--- config.mk ---
export PLATFORM = sky130hd
export DESIGN_NAME = q2_lcd_ctrl
export DESIGN_NICKNAME = d
export VERILOG_FILES = /design/src/rtl/q2_lcd_ctrl.sv
export SDC_FILE = /design/constraint.sdc
export NUM_CORES = 1
export LEC_CHECK = 0
export CAP_MARGIN = 20
export CORE_UTILIZATION = 60
export CTS_CLUSTER_DIAMETER = 100
export DETAILED_ROUTE_END_ITERATION = 12
export PLACE_DENSITY = 0.85
export SYNTH_ARGS = -nofsm -noshare
export SYNTH_HDL_FRONTEND = slang
export SYNTH_SLANG_ARGS = --single-unit
--- constraint.sdc ---
create_clock -name clk -period 5 [get_ports clk]
set_input_delay 0.5 -clock clk [delete_from_list [all_inputs] [get_ports clk]]
set_output_delay 0.5 -clock clk [all_outputs]
set_load 0.01 [all_outputs]
--- src/rtl/q2_lcd_ctrl.sv ---
// q2 bus character-LCD and key-port controller: queues CPU writes and plays them
// onto an HD44780-style 8-bit interface with fixed pulse/settle timing after a power-on init.
module q2_lcd_ctrl #(
    parameter logic [11:0] IO_ADDR      = 12'hFFF,
    parameter int          FIFO_DEPTH   = 4,
    parameter int          POR_CYCLES   = 16,
    parameter int          E_CYCLES     = 2,
    parameter int          WAIT_CYCLES  = 4,
    parameter int          CLEAR_CYCLES = 64
) (
    input  logic        clk,
    input  logic        rst,
    input  logic [11:0] abus,
    input  logic [11:0] dbus_in,
    output logic [11:0] dbus_out,
    output logic        dbus_oe,
    input  logic        wrm,
    input  logic        rdm,
    input  logic [3:0]  keys,
    output logic        lcd_rs,
    output logic        lcd_e,
    output logic [7:0]  lcd_d,
    output logic        busy,
    output logic [2:0]  o_dbg_state
);
    localparam int AW = $clog2(FIFO_DEPTH);

    typedef enum logic [2:0] {
        S_POR, S_INIT, S_IDLE, S_SETUP, S_PULSE, S_WAIT
    } state_t;

    state_t        r_state;
    logic [15:0]   r_cnt;
    logic [1:0]    r_init_idx;
    logic          r_init;
    logic          r_lcd_rs;
    logic          r_lcd_e;
    logic [7:0]    r_lcd_d;

    logic          r_wrm_d;
    logic          r_rdm_d;
    logic          r_cap_valid;
    logic [8:0]    r_cap_entry;
    logic [8:0]    r_mem [FIFO_DEPTH];
    logic [AW-1:0] r_wptr;
    logic [AW-1:0] r_rptr;
    logic [AW:0]   r_count;
    logic          r_ovf;
    logic [3:0]    r_keys_s1;
    logic [3:0]    r_keys_s2;

    logic          w_wr_edge;
    logic          w_rd_edge;
    logic          w_dec_valid;
    logic [8:0]    w_dec_entry;
    logic          w_full;
    logic          w_empty;
    logic          w_push;
    logic          w_pop;
    logic [8:0]    w_head;
    logic [15:0]   w_wait_last;
    logic          w_wait_done;
    logic          w_unused;

    function automatic logic [7:0] init_cmd(input logic [1:0] idx);
        case (idx)
            2'd0:    init_cmd = 8'h38;
            2'd1:    init_cmd = 8'h0C;
            2'd2:    init_cmd = 8'h06;
            default: init_cmd = 8'h01;
        endcase
    endfunction

    assign w_unused  = &{1'b0, dbus_in[11:9]};
    assign w_wr_edge = wrm && !r_wrm_d && (abus == IO_ADDR);
    assign w_rd_edge = rdm && !r_rdm_d && (abus == IO_ADDR);

    // Entry format is {rs, d}; command words without a recognised opcode never reach the queue.
    always_comb begin
        w_dec_valid = 1'b1;
        w_dec_entry = {1'b1, dbus_in[7:0]};
        if (dbus_in[8]) begin
            if (dbus_in[7]) begin
                w_dec_entry = {2'b01, dbus_in[6:0]};
            end else if (dbus_in[0]) begin
                w_dec_entry = {1'b0, 8'h01};
            end else begin
                w_dec_valid = 1'b0;
                w_dec_entry = 9'd0;
            end
        end
    end

    assign w_full      = (r_count == (AW+1)'(FIFO_DEPTH));
    assign w_empty     = (r_count == '0);
    assign w_head      = r_mem[r_rptr];
    assign w_wait_last = (!r_lcd_rs && r_lcd_d == 8'h01) ? 16'(CLEAR_CYCLES - 1)
                                                         : 16'(WAIT_CYCLES - 1);
    assign w_wait_done = (r_state == S_WAIT) && (r_cnt == w_wait_last);
    assign w_pop       = !w_empty && ((r_state == S_IDLE) || (w_wait_done && !r_init));
    assign w_push      = r_cap_valid && (!w_full || w_pop);

    always_ff @(posedge clk or negedge rst) begin
        if (!rst) begin
            r_wrm_d     <= 1'b0;
            r_rdm_d     <= 1'b0;
            r_cap_valid <= 1'b0;
            r_cap_entry <= 9'd0;
            r_wptr      <= '0;
            r_rptr      <= '0;
            r_count     <= '0;
            r_ovf       <= 1'b0;
            r_keys_s1   <= 4'hF;
            r_keys_s2   <= 4'hF;
        end else begin
            r_wrm_d     <= wrm;
            r_rdm_d     <= rdm;
            r_cap_valid <= w_wr_edge && w_dec_valid;
            r_cap_entry <= w_dec_entry;
            r_keys_s1   <= keys;
            r_keys_s2   <= r_keys_s1;
            if (w_push) r_wptr <= r_wptr + 1'b1;
            if (w_pop)  r_rptr <= r_rptr + 1'b1;
            case ({w_push, w_pop})
                2'b10:   r_count <= r_count + 1'b1;
                2'b01:   r_count <= r_count - 1'b1;
                default: r_count <= r_count;
            endcase
            // A new drop wins over a read-clear landing on the same edge.
            if (r_cap_valid && w_full && !w_pop) r_ovf <= 1'b1;
            else if (w_rd_edge)                  r_ovf <= 1'b0;
        end
    end

    always_ff @(posedge clk) begin
        if (w_push) r_mem[r_wptr] <= r_cap_entry;
    end

    always_ff @(posedge clk or negedge rst) begin
        if (!rst) begin
            r_state    <= S_POR;
            r_cnt      <= 16'd0;
            r_init_idx <= 2'd0;
            r_init     <= 1'b1;
            r_lcd_rs   <= 1'b0;
            r_lcd_e    <= 1'b0;
            r_lcd_d    <= 8'd0;
        end else begin
            case (r_state)
                S_POR: begin
                    if (r_cnt == 16'(POR_CYCLES - 1)) begin
                        r_cnt   <= 16'd0;
                        r_state <= S_INIT;
                    end else begin
                        r_cnt <= r_cnt + 16'd1;
                    end
                end
                S_INIT: begin
                    r_lcd_rs <= 1'b0;
                    r_lcd_d  <= init_cmd(r_init_idx);
                    r_state  <= S_SETUP;
                end
                S_IDLE: begin
                    if (!w_empty) begin
                        r_lcd_rs <= w_head[8];
                        r_lcd_d  <= w_head[7:0];
                        r_state  <= S_SETUP;
                    end
                end
                S_SETUP: begin
                    r_lcd_e <= 1'b1;
                    r_cnt   <= 16'd0;
                    r_state <= S_PULSE;
                end
                S_PULSE: begin
                    if (r_cnt == 16'(E_CYCLES - 1)) begin
                        r_lcd_e <= 1'b0;
                        r_cnt   <= 16'd0;
                        r_state <= S_WAIT;
                    end else begin
                        r_cnt <= r_cnt + 16'd1;
                    end
                end
                S_WAIT: begin
                    if (w_wait_done) begin
                        r_cnt <= 16'd0;
                        if (r_init) begin
                            if (r_init_idx == 2'd3) begin
                                r_init  <= 1'b0;
                                r_state <= S_IDLE;
                            end else begin
                                r_init_idx <= r_init_idx + 2'd1;
                                r_lcd_rs   <= 1'b0;
                                r_lcd_d    <= init_cmd(r_init_idx + 2'd1);
                                r_state    <= S_SETUP;
                            end
                        end else if (!w_empty) begin
                            r_lcd_rs <= w_head[8];
                            r_lcd_d  <= w_head[7:0];
                            r_state  <= S_SETUP;
                        end else begin
                            r_state <= S_IDLE;
                        end
                    end else begin
                        r_cnt <= r_cnt + 16'd1;
                    end
                end
                default: r_state <= S_POR;
            endcase
        end
    end

    assign lcd_rs      = r_lcd_rs;
    assign lcd_e       = r_lcd_e;
    assign lcd_d       = r_lcd_d;
    assign busy        = !((r_state == S_IDLE) && w_empty);
    assign o_dbg_state = r_state;
    assign dbus_oe     = rdm && (abus == IO_ADDR);
    assign dbus_out    = dbus_oe ? {~w_full, ~r_ovf, 6'b111111, r_keys_s2} : 12'hFFF;
endmodule

==> reports/results.ini <==
[global_route]
antenna_found_initial=0
grt_max_degree=61
grtUsageTotal_pct=23.1
grt_pass1_wl_mm=14.7
grt_pass1_vias=3085
grt.overflow.total=0

[sta]
fin_crit_sh_pct=68.2
slew_violations=0
hold_viol_final=0
slew_headroom_pct=47.9
tns_ns=0
fin_skew_ns=0.0147
worst_slew_pin_slew_ns=0.782
min_period_ns=3.41
max_freq_mhz=293
setup_viol=0
rsz0062_at_grt=no

[synth]
ys.flop_type=dfrtp_1
synth.area.top_cells=dfrtp_1 (28%), edfxtp_1 (23%), dfstp_2 (5.1%), mux4_2 (4.4%), nand2_1 (3.1%)
synthAdderAreaFrac_pct=3.40
yosysWarnings=0
ys_ff_latch=96
yosysMostFrequentCell=dfrtp_1
muxShareOfSynthArea_pct=4.80
synth_top_family_by_area=simple AND/OR/NAND/NOR gates
synth_edf_count=36
ys_types=68
synth_top_area_share_pct=27.5
synth_compound_area_share_pct=12.6
synth_xor_area_share_pct=2.26
yosys.area.top_type=dfrtp_1
synth_cells=385
synth_area_um2=4640
avgSynthCellArea_um2=12.1
synthArstFlopShare_pct=62.5
ys_seq_area_share_pct=55.9
synth-simple-area-share_pct=16.9
synthTopCellsByCount=dfrtp_1 (51), nand2_1 (38), edfxtp_1 (36)

[route]
vias=3184
final_antenna_net_count=0
first_iter_violations=238
viasPerCell=6.02
dr.pass1.iters=6
routedWlPerCell_um=16.5
drc_errors=0
drt_wl_total_mm=8.72

[clock_tree]
cts_tree=yes
cts_setup_buffers=0
clock-sinks=96
cts_resized=0
clk-insertion-delay-late_ns=0.37
numCtsBuffers=9
htreeDepth=3
cts_hold_buf=0
cts-root-buf=clkbuf_8
clockBufferDepth=2
clk_pin_slew_ns=0.11

[worst_setup_path]
worstPathMaxFanout=11
ff2ff_setup_slack_ns=1.59
critPathRequiredTime_ns=5.22
cp-end-kind=flip-flop
cp_data_arrival_time_ns=3.63
path_class=reg -> reg
critPathLaunchType=flip-flop

[pwr]
power.density_nw_per_um2=453
p_leak_nw=2.11
peakVddDrop_mv=0.310

[die]
fp-row-count=31
io-pin-count=59
initial_core_util_pct=63.0
dieHeight_um=89.9
die_w_um=89.9
die-area_um2=8090
core_um2=7370

[placed_design]
dp_hpwl_mm=6.03
port_buffers=49
place_congestion=0.844
dp.cells=513

[final_layout]
layout.cells.non_filler=529
layout.nets=469
area_growth_syn_to_layout_pct=14.8
antennaDiodeCount=0
drive_above_1_share_pct=11.4

[worst_hold_path]
hold_class=in -> async

[status]
outcome=finished, final reports clean

[job]
cap_violations=0

path summary, 6_finish.rpt:
| kind | start | to | depth (start not counted) |
|---|---|---|---|
| setup reg to reg | lcd_d[1] | r_count[2] | 9 |
| min in group clk | r_keys_s1[1] | r_keys_s2[1] | 0 |
| setup / recovery | lcd_d[1] | r_count[2] | 9 |
| hold reg to reg | r_keys_s1[1] | r_keys_s2[1] | 0 |
| max in group asynchronous | rst | r_wptr[0] | 2 |
| hold / removal | rst | r_init_idx[0] | 2 |
through the flow:
| stage | total power [mW] | utilization [%] | cell area, um^2 | setup slack [ns] | hold WS (ns) |
|---|---|---|---|---|---|
| floorplan | 1.68 | - | 4660 | 2.13 | 0.204 |
| global placement | 1.90 | 69.6 | 5130 | 1.72 | 0.346 |
| detailed placement | 1.93 | 69.6 | 5130 | 1.58 | 0.348 |
| CTS | 2.42 | 72.3 | 5330 | 1.53 | 0.296 |
| global route | 2.55 | 72.3 | 5330 | 1.21 | 0.320 |
| finish | 2.41 | 72.3 | 5330 | 1.59 | 0.277 |
logic make-up (layout without fill, tap and decap cells):
group	count (synthesis)	after routing
AOI/OAI and AO/OA	73	73
xor gates and xnor gates	12	12
adders and majority gates	12	12
buffers and inverters	37	77
DFF	96	96
muxes	11	11
other	1	6
and+or+nand+nor	143	143
worst max-delay path, stage by stage, from the launching register on:
cell and delay (ns):
dfrtp_1 0.42, nor3b_1 0.42, nand4_1 0.22, a211o_1 0.44, a21oi_2 0.48, nand2b_1 0.15, fa_1 0.46, nor2b_1 0.16
a2111oi_0 0.41, a311oi_1 0.10
layout make-up:
cell class	instances	area [um^2]
sequential	96	2590
fill	507	2040
multi-input combinational	257	1880
timing repair buffer	51	500
clock buffer	9	124
tap	99	124
clock inverter	7	72.6
inverter	10	37.5
per-layer routing:
layer  vias up  share of wire, %  global-route usage, %
met5         -                 0                      0
li1       1489                 -                      -
met1      1575                42                   29.4
met3        14               5.3                   5.75
met4         0               1.6                   9.68
met2       106                51                   38.1
cells in the final DEF, fill, tap and decap left out, types with 3 or more instances in the layout:
master,n
nand2_1,38
nor2_1,27
a211o_1,8
o21ai_0,12
nand3_1,11
a32oi_1,3
conb_1,6
a31oi_1,3
dfstp_2,9
and4_1,3
nor3b_1,4
nor2b_1,4
edfxtp_1,36
clkbuf_8,9
dfrtp_1,51
a22o_1,10
clkdlybuf4s50_1,48
mux4_2,9
nor3_1,8
nand4_1,10
a21oi_1,4
inv_1,10
nand2b_1,8
and2_1,14
xor2_1,4
xnor2_1,8
ha_1,11
a2bb2oi_1,3
report_power, final:
group          switching (mW)  internal, mW  leakage, nW
sequential              0.146         0.909         1.08
clock                   0.297         0.196       0.0970
combinational           0.460         0.403        0.928
total                   0.904          1.51         2.11
flip-flops by register name, summed over array words and instances, names as in the netlist, 2 cells and up:
signal	flops
r_keys_s2	4
r_rptr	2
r_init_idx	2
r_mem	36
r_wptr	2
r_cnt	16
o_dbg_state	3
r_count	3
r_keys_s1	4
r_cap_entry	9
lcd_d	8
Power figures use the tool's default switching activity.
